==> config.mk <==
export PLATFORM = sky130hd
export DESIGN_NAME = cursor_ctrl
export DESIGN_NICKNAME = d
export VERILOG_FILES = /design/src/rtl/cursor_ctrl.sv
export SDC_FILE = /design/constraint.sdc
export NUM_CORES = 1
export LEC_CHECK = 0
export ABC_AREA = 1
export CORE_ASPECT_RATIO = 0.8
export CORE_MARGIN = 2
export CORE_UTILIZATION = 55
export CTS_CLUSTER_SIZE = 40
export DETAILED_ROUTE_END_ITERATION = 8
export PLACE_DENSITY = 0.86
export SLEW_MARGIN = 20
export SYNTH_ARGS = -nofsm -noshare
export SYNTH_HDL_FRONTEND = slang
export SYNTH_SLANG_ARGS = --single-unit
export TNS_END_PERCENT = 5
==> constraint.sdc <==
create_clock -name clk -period 3 [get_ports clk]
set_clock_uncertainty 0.1 [all_clocks]
set_input_delay 0.45 -clock clk [delete_from_list [all_inputs] [get_ports clk]]
set_output_delay 0.45 -clock clk [all_outputs]
set_load 0.01 [all_outputs]
==> src/rtl/cursor_ctrl.sv <==
// cursor_ctrl: grid cursor with wrap/clamp edges and hold-to-repeat auto-move
module cursor_ctrl #(
  parameter int MAP_WIDTH = 8,
  parameter int MAP_HEIGHT = 8,
  parameter int WRAP = 1,
  parameter int REPEAT_DELAY = 12_500_000,
  parameter int REPEAT_PERIOD = 5_000_000,
  parameter logic [2:0] GAME_START = 3'd1,
  parameter logic [2:0] GAME_PLAY = 3'd2,
  parameter logic [4:0] BUTTON_LEFT = 5'd1,
  parameter logic [4:0] BUTTON_RIGHT = 5'd2,
  parameter logic [4:0] BUTTON_UP = 5'd4,
  parameter logic [4:0] BUTTON_DOWN = 5'd8,
  localparam int X_W = MAP_WIDTH > 1 ? $clog2(MAP_WIDTH) : 1,
  localparam int Y_W = MAP_HEIGHT > 1 ? $clog2(MAP_HEIGHT) : 1,
  localparam int P_W = MAP_WIDTH * MAP_HEIGHT > 1 ? $clog2(MAP_WIDTH * MAP_HEIGHT) : 1,
  localparam int C_MAX = REPEAT_DELAY > REPEAT_PERIOD ? REPEAT_DELAY : REPEAT_PERIOD,
  localparam int C_W = $clog2(C_MAX + 1)
) (
  input  logic           clk,
  input  logic           rst_n,
  input  logic [2:0]     screen_state_i,
  input  logic [4:0]     button_i,
  output logic [X_W-1:0] x_pos_o,
  output logic [Y_W-1:0] y_pos_o,
  output logic [P_W-1:0] position_o,
  output logic           move_o
);
  typedef enum logic [1:0] {IDLE, DELAY, REPEAT} state_t;
  state_t state, nstate;
  logic [X_W-1:0] x, nx;
  logic [Y_W-1:0] y, ny;
  logic [4:0] dir, ndir;
  logic [C_W-1:0] cnt, ncnt, thr;
  logic step, valid, move;
  localparam logic [X_W-1:0] X_MAX = X_W'(MAP_WIDTH - 1);
  localparam logic [Y_W-1:0] Y_MAX = Y_W'(MAP_HEIGHT - 1);
  assign valid = button_i inside {BUTTON_LEFT, BUTTON_RIGHT, BUTTON_UP, BUTTON_DOWN};
  assign thr = state == DELAY ? C_W'(REPEAT_DELAY - 1) : C_W'(REPEAT_PERIOD - 1);
  // candidate coordinate for a step in the currently pressed direction
  assign nx = button_i == BUTTON_LEFT  ? (x != '0    ? x - X_W'(1) : WRAP != 0 ? X_MAX : x) :
              button_i == BUTTON_RIGHT ? (x != X_MAX ? x + X_W'(1) : WRAP != 0 ? '0 : x) : x;
  assign ny = button_i == BUTTON_UP    ? (y != '0    ? y - Y_W'(1) : WRAP != 0 ? Y_MAX : y) :
              button_i == BUTTON_DOWN  ? (y != Y_MAX ? y + Y_W'(1) : WRAP != 0 ? '0 : y) : y;
  always_comb begin
    nstate = state;
    ncnt = cnt;
    ndir = dir;
    step = 1'b0;
    if (screen_state_i != GAME_PLAY) begin
      nstate = IDLE;
      ncnt = '0;
    end else if (state == IDLE) begin
      if (valid) begin
        step = 1'b1;
        ndir = button_i;
        ncnt = '0;
        nstate = DELAY;
      end
    end else if (button_i != dir) begin
      nstate = IDLE;
      ncnt = '0;
    end else if (cnt == thr) begin
      step = 1'b1;
      ncnt = '0;
      nstate = REPEAT;
    end else begin
      ncnt = cnt + C_W'(1);
    end
  end
  always_ff @(posedge clk or negedge rst_n)
    if (!rst_n) begin
      state <= IDLE;
      cnt <= '0;
      dir <= '0;
      x <= '0;
      y <= '0;
      move <= 1'b0;
    end else if (screen_state_i == GAME_START) begin
      state <= IDLE;
      cnt <= '0;
      dir <= '0;
      x <= '0;
      y <= '0;
      move <= 1'b0;
    end else begin
      state <= nstate;
      cnt <= ncnt;
      dir <= ndir;
      move <= step && (nx != x || ny != y);
      if (step) begin
        x <= nx;
        y <= ny;
      end
    end
  assign x_pos_o = x;
  assign y_pos_o = y;
  assign position_o = P_W'(32'(x) + 32'(y) * MAP_WIDTH);
  assign move_o = move;
endmodule

==> results of run 1 <==
per-stage QoR:
step	hold WS (ns)	instance area, um2
2_1_floorplan	0.0544	2710
3_3_place_gp	0.391	2910
3_5_place_dp	0.416	2910
4_1_cts	0.177	3020
5_1_grt	0.216	3020
6_report	0.142	3020
power by group through the flow:
| stage | registers (uW) | logic, uW | clock network, uW |
|---|---|---|---|
| finish | 520 | 93.8 | 429 |
| CTS | 519 | 94.5 | 437 |
| floorplan | 529 | 59.1 | 0 |
| global route | 520 | 106 | 458 |
| global placement | 529 | 92.4 | 0 |
| detailed placement | 530 | 94.2 | 0 |
how the worst max path moves through the flow:
| stage | start | to | slack [ns] |
|---|---|---|---|
| floorplan | cnt[0]$_DFFE_PN0P_ | cnt[10]$_DFFE_PN0P_ | 1.24 |
| global placement | button_i[1] | cnt[15]$_DFFE_PN0P_ | 0.55 |
| detailed placement | button_i[2] | cnt[15]$_DFFE_PN0P_ | 0.43 |
| CTS | button_i[2] | cnt[15]$_DFFE_PN0P_ | 0.75 |
| global route | button_i[1] | cnt[15]$_DFFE_PN0P_ | 0.56 |
| finish | button_i[2] | cnt[15]$_DFFE_PN0P_ | 0.73 |
metal layers:
metal	wire length, um	up-vias
li1	-	1247
met1	2960	1139
met2	2630	111
met3	392	10
met4	82	0
met5	0	-
sequential cells by signal (all words and copies together) (netlist names):
| name | count |
|---|---|
| cnt | 24 |
| dir | 5 |
| x_pos_o | 3 |
| y_pos_o | 3 |
| state | 2 |
| move_o | 1 |
critical path, stage by stage:
cell	delay [ns]
clkdlybuf4s50_1	0.54
inv_2	0.11
nand2_1	0.05
nor2_1	0.25
o21ai_4	0.13
nand4_4	0.24
nand2_1	0.14
nor2_1	0.16
nand2_1	0.08
o21ai_0	0.15
nor2_1	0.06
Yosys cell counts, types with 3 or more instances:
library cell	count
a21oi_1	7
buf_4	7
buf_6	3
dfrtp_1	38
ha_1	9
inv_1	47
inv_2	9
nand2_1	89
nand2_2	3
nand3_1	31
nand3b_1	4
nand4_1	12
nand4_2	3
nor2_1	51
nor2_2	4
nor3_1	14
o21ai_0	9
o21ai_1	3
o22ai_1	4
xor2_1	7
cell families (layout without fill, tap and decap cells):
logic type	after synthesis	in the layout
AO/OA/AOI/OAI	30	30
adder cells (fa/ha/maj)	9	9
XOR/XNOR	9	9
AND/OR/NAND/NOR	224	224
flip-flops	38	38
buffers and inverters	67	87
layout make-up:
| cell class | instances | area [um2] |
|---|---|---|
| Inverter | 57 | 216 |
| Multi-Input combinational cell | 272 | 1460 |
| Tap cell | 60 | 75.1 |
| Clock inverter | 3 | 40.0 |
| Timing Repair Buffer | 22 | 215 |
| Clock buffer | 5 | 68.8 |
| Sequential cell | 38 | 951 |
| Fill cell | 404 | 1630 |
==> reports/qor.yml, run 1 <==
outcome:
  status: "finished, final reports clean"
synth:
  synth_compound_area_share_pct: 7.02
  synth_top_family_by_area: "simple AND/OR/NAND/NOR gates"
  synth.distinct_cells: 38
  synth_fa_ha_area_share_pct: 4.16
  synth.area.top_cells: "dfrtp_1 (35%), nand2_1 (12%), nor2_1 (7.1%)"
  syn_area_mm2: 0.00271
  synth.ff_latch_count: 38
  synth-simple-area-share_pct: 39.6
  async_flop_share_pct: 100
  synthMuxAreaShare_pct: 0
  yosysSeqAreaShare_pct: 35.1
  synth.largest_area_cell: "dfrtp_1"
  synth_enable_flop_cells: 0
  synthXorXnorAreaFrac_pct: 2.91
  syn_nets: 396
  synthCells: 377
  avgSynthCellArea_um2: 7.19
  yosysWarnings: 0
  synthFlopType: "dfrtp_1"
  synth_top_area_share_pct: 35.1
cts:
  clock_latency_ns: 0.30
  cts_buffer_depth: 2
  ctsResizeCount: 0
  numCtsBuffers: 5
  cts_max_level: 2
  post_cts_buffers: 0
  cts_num_sinks: 38
  cts_tree: "built"
  hold_buffers: 0
  clk_pin_slew_ns: 0.08
  clockRootBuffer: "clkbuf_8"
hold_path:
  hold_path_class: "input pin to async pin"
power_and_ir_drop:
  seqPwrFrac_pct: 49.9
  power.switching_uw: 249
  clkPwrFrac_pct: 41.1
  power.total_uw: 1040
  cellLeakagePower_uw: 0.00143
  p_int_uw: 793
  ir_drop_v: 0.000267
  powerDensity_mw_per_mm2: 345
  power_frac_comb_pct: 9.0
  switching_share_pct: 23.9
placed_design:
  dp_slack_ns: 0.431
  io_buffers: 22
  placed_cells: 449
  dpl.hpwl_mm: 4.53
  place_congestion: 0.937
floorplanning:
  die-area_mm2: 0.00551
  io_pins: 23
  die_h_um: 66.8
  initial_core_util_pct: 58.2
  core_mm2: 0.00465
  die_w_um: 82.5
  rows: 22
critical_path:
  crit_arrival_ns: 2.35
  worstReg2RegEnd: "state[1]$_DFFE_PN0P_"
  ff2ff_path_depth: 9
  critPathMaxFanout: 23
  crit_type: "input pin to flip-flop"
  required_ns: 3.08
  worstSetupEndpointType: "flip-flop"
  rrSetupSlack_ns: 0.82
  startpoint_type: "input pin"
  reg2reg_from: "cnt[0]$_DFFE_PN0P_"
timing:
  fin_crit_ns: 2.27
  tns_ns: 0
  final.setup.worst_slack_ns: 0.728
  slew_violations: 0
  rsz0062_at_grt: "no"
  worstMarginPinSlew_ns: 0.816
  slew_headroom_pct: 45.6
  hold_viol: 0
  fmax_mhz: 440
  fin_crit_sh_pct: 75.7
  setup_viol: 0
detailed_routing:
  vias: 2507
  final_antenna_net_count: 0
  drc: 0
  dr.pass1.iters: 5
  wirelength_mm: 6.06
  drt_iter0_drc: 147
  avgViaCountPerCell: 5.49
  wire_per_inst_um: 13.3
final_layout:
  drive_gt1_share_pct: 10.1
  area_growth_syn_to_layout_pct: 11.5
  fin_util_pct: 65.0
  final_cell_mix: "nand2_1 (89), nor2_1 (51), inv_1 (47)"
  final_common_cell: "nand2_1"
  antenna_cells: 0
  fin_cells: 457
  final_nets: 415
grt:
  use_met3_pct: 4.74
  grt_use_total_pct: 25.3
  grt_overflow: 0
  met1_usage_pct: 36.6
  grt_start_max_net_pins: 39
  grt_busiest_layer: "met2"
  antenna_found_initial: 0
  grt_first_pass_wirelength_mm: 10.5
  first_global_vias: 2289
  use_met2_pct: 38.1
job:
  cap_viol_max_count: 0
Note: power is estimated with default switching activity, not from simulation.
==> run 2, diff against run 1 <==
clock period = 2.4 ns   (was 3 ns; I/O delays follow)
==> run 2 against run 1 <==
Sequential power increased by 25%; first-iteration DRC count increased by 34%; die area unchanged; core utilization increased by 1.6 points; total power increased by 19%; clock-buffer cell count increased by 1; sequential share of layout area decreased by 0.75 points; global-route usage decreased by 0.40 points; non-clock buffer count increased by 10; setup slack got worse by 0.40 ns; critical endpoint is now state[0]$_DFFE_PN0P_; highest routed layer unchanged.
==> reports/qor.yml, run 2 (synthesis gave the netlist of run 1 again) <==
outcome:
  status: "finished, final reports clean"
cts:
  numCtsBuffers: 5
  ctsResizeCount: 0
  clock_latency_ns: 0.29
  cts_buffer_depth: 2
  cts_tree: "built"
  clk_pin_slew_ns: 0.08
  hold_buffers: 0
  cts_max_level: 2
  post_cts_buffers: 0
  clockRootBuffer: "clkbuf_8"
  cts_num_sinks: 38
timing:
  slew_headroom_pct: 43.4
  worstMarginPinSlew_ns: 0.849
  fmax_mhz: 483
  final.setup.worst_slack_ns: 0.328
  tns_ns: 0
  rsz0062_at_grt: "no"
  fin_crit_sh_pct: 86.3
  setup_viol: 0
  fin_crit_ns: 2.07
  slew_violations: 0
  hold_viol: 0
critical_path:
  required_ns: 2.46
  reg2reg_from: "cnt[0]$_DFFE_PN0P_"
  crit_arrival_ns: 2.13
  worstSetupStartpoint: "cnt[0]$_DFFE_PN0P_"
  ff2ff_path_depth: 9
  critPathMaxFanout: 16
  rrSetupSlack_ns: 0.33
  startpoint_type: "flip-flop"
  worstReg2RegEnd: "state[0]$_DFFE_PN0P_"
  crit_end: "state[0]$_DFFE_PN0P_"
  crit_type: "flip-flop to flip-flop"
  worstSetupEndpointType: "flip-flop"
power_and_ir_drop:
  p_int_uw: 925
  power_frac_comb_pct: 10.4
  cellLeakagePower_uw: 0.00148
  powerDensity_mw_per_mm2: 402
  seqPwrFrac_pct: 52.2
  clkPwrFrac_pct: 37.4
  switching_share_pct: 25.6
  power.switching_uw: 318
  ir_drop_v: 0.000378
detailed_routing:
  vias: 2514
  dr.pass1.iters: 5
  drt_iter0_drc: 197
  drc: 0
  final_antenna_net_count: 0
  wirelength_mm: 6.04
  avgViaCountPerCell: 5.38
  wire_per_inst_um: 12.9
grt:
  grt_start_max_net_pins: 39
  first_global_vias: 2311
  antenna_found_initial: 0
  grt_overflow: 0
  grt_use_total_pct: 24.9
  grt_first_pass_wirelength_mm: 10.5
placed_design:
  placed_cells: 459
  dp_slack_ns: 0.0553
  io_buffers: 22
  place_congestion: 0.927
  dpl_cell_area_mm2: 0.00300
  dpl.hpwl_mm: 4.60
final_layout:
  fill_cells: 398
  area_growth_syn_to_layout_pct: 14.3
  final_cell_mix: "nand2_1 (89), nor2_1 (51), inv_1 (47)"
  antenna_cells: 0
  final_area_mm2: 0.00310
  largest_register_ffs: 24
  regMostFlops: "cnt"
  drive_gt1_share_pct: 12.3
  reg.largest.list: "cnt x24, dir x5"
  final_nets: 425
  fin_cells: 467
  final_common_cell: "nand2_1"
hold_path:
  hold_path_class: "input pin to async pin"
job:
  cap_viol_max_count: 0
floorplanning:
  die_w_um: 82.5
  io_pins: 23
  rows: 22
  initial_core_util_pct: 58.2
  die-area_mm2: 0.00551
  core_mm2: 0.00465
  die_h_um: 66.8
## run 2: changes by cell type in the layout (fill, tap and decap cells not counted), sizes merged
cell	change
clkbuf	+1
clkinv	-1
buf	+10
clkinvlp	+1
bufinv	-1
## run 2: worst min path at each step
| stage | from | endpoint | depth (start not counted) |
|---|---|---|---|
| 5_1_grt | rst_n | cnt[12]$_DFFE_PN0P_ | 1 |
| 4_1_cts | rst_n | cnt[15]$_DFFE_PN0P_ | 1 |
| 3_3_place_gp | cnt[1]$_DFFE_PN0P_ | cnt[1]$_DFFE_PN0P_ | 2 |
| 3_5_place_dp | cnt[0]$_DFFE_PN0P_ | cnt[0]$_DFFE_PN0P_ | 1 |
| 2_1_floorplan | rst_n | cnt[0]$_DFFE_PN0P_ | 0 |
| 6_report | rst_n | cnt[12]$_DFFE_PN0P_ | 1 |
## run 2: metal layers
layer / vias up / part of all wire (%) / GRT usage, %
li1: 1268 / - / -
met1: 1154 / 50 / 37.5
met2: 85 / 43 / 36.7
met3: 7 / 6.4 / 5.15
met4: 0 / 0.83 / 5.00
met5: - / 0 / 0
## run 2: layout make-up
class                      count  area (um2)  share of cell area (%)
timing repair buffer          32         303                    9.78
tap                           60        75.1                    2.43
multi-input combinational    272        1460                    47.0
clock buffer                   6        82.6                    2.67
clock inverter                 2        12.5                   0.404
sequential                    38         951                    30.7
inverter                      57         216                    6.99
## run 2: per-stage QoR
| step | utilization, % | hold WS, ns | power (uW) |
|---|---|---|---|
| after floorplan | - | -0.0356 | 736 |
| after global placement | 64.5 | 0.393 | 788 |
| after detailed placement | 64.5 | 0.399 | 792 |
| after CTS | 66.5 | 0.102 | 1250 |
| after global routing | 66.5 | 0.131 | 1290 |
| final | 66.5 | 0.0678 | 1240 |
## run 2: worst max-delay path: stages (launching register included)
cell     delay (ns)
dfrtp_1        0.39
ha_1           0.21
nand3_1        0.12
nor2_1         0.19
nor3b_2        0.25
nand3_1        0.18
nand2_2        0.12
nand2_4        0.09
inv_4          0.17
o21ai_0        0.11
## run 2: power groups by stage
stage / Clock (uW) / Combinational (uW) / Sequential, uW
detailed placement: 0 / 130 / 662
CTS: 469 / 130 / 649
floorplan: 0 / 73.8 / 662
global placement: 0 / 126 / 662
global route: 495 / 144 / 650
finish: 465 / 130 / 649
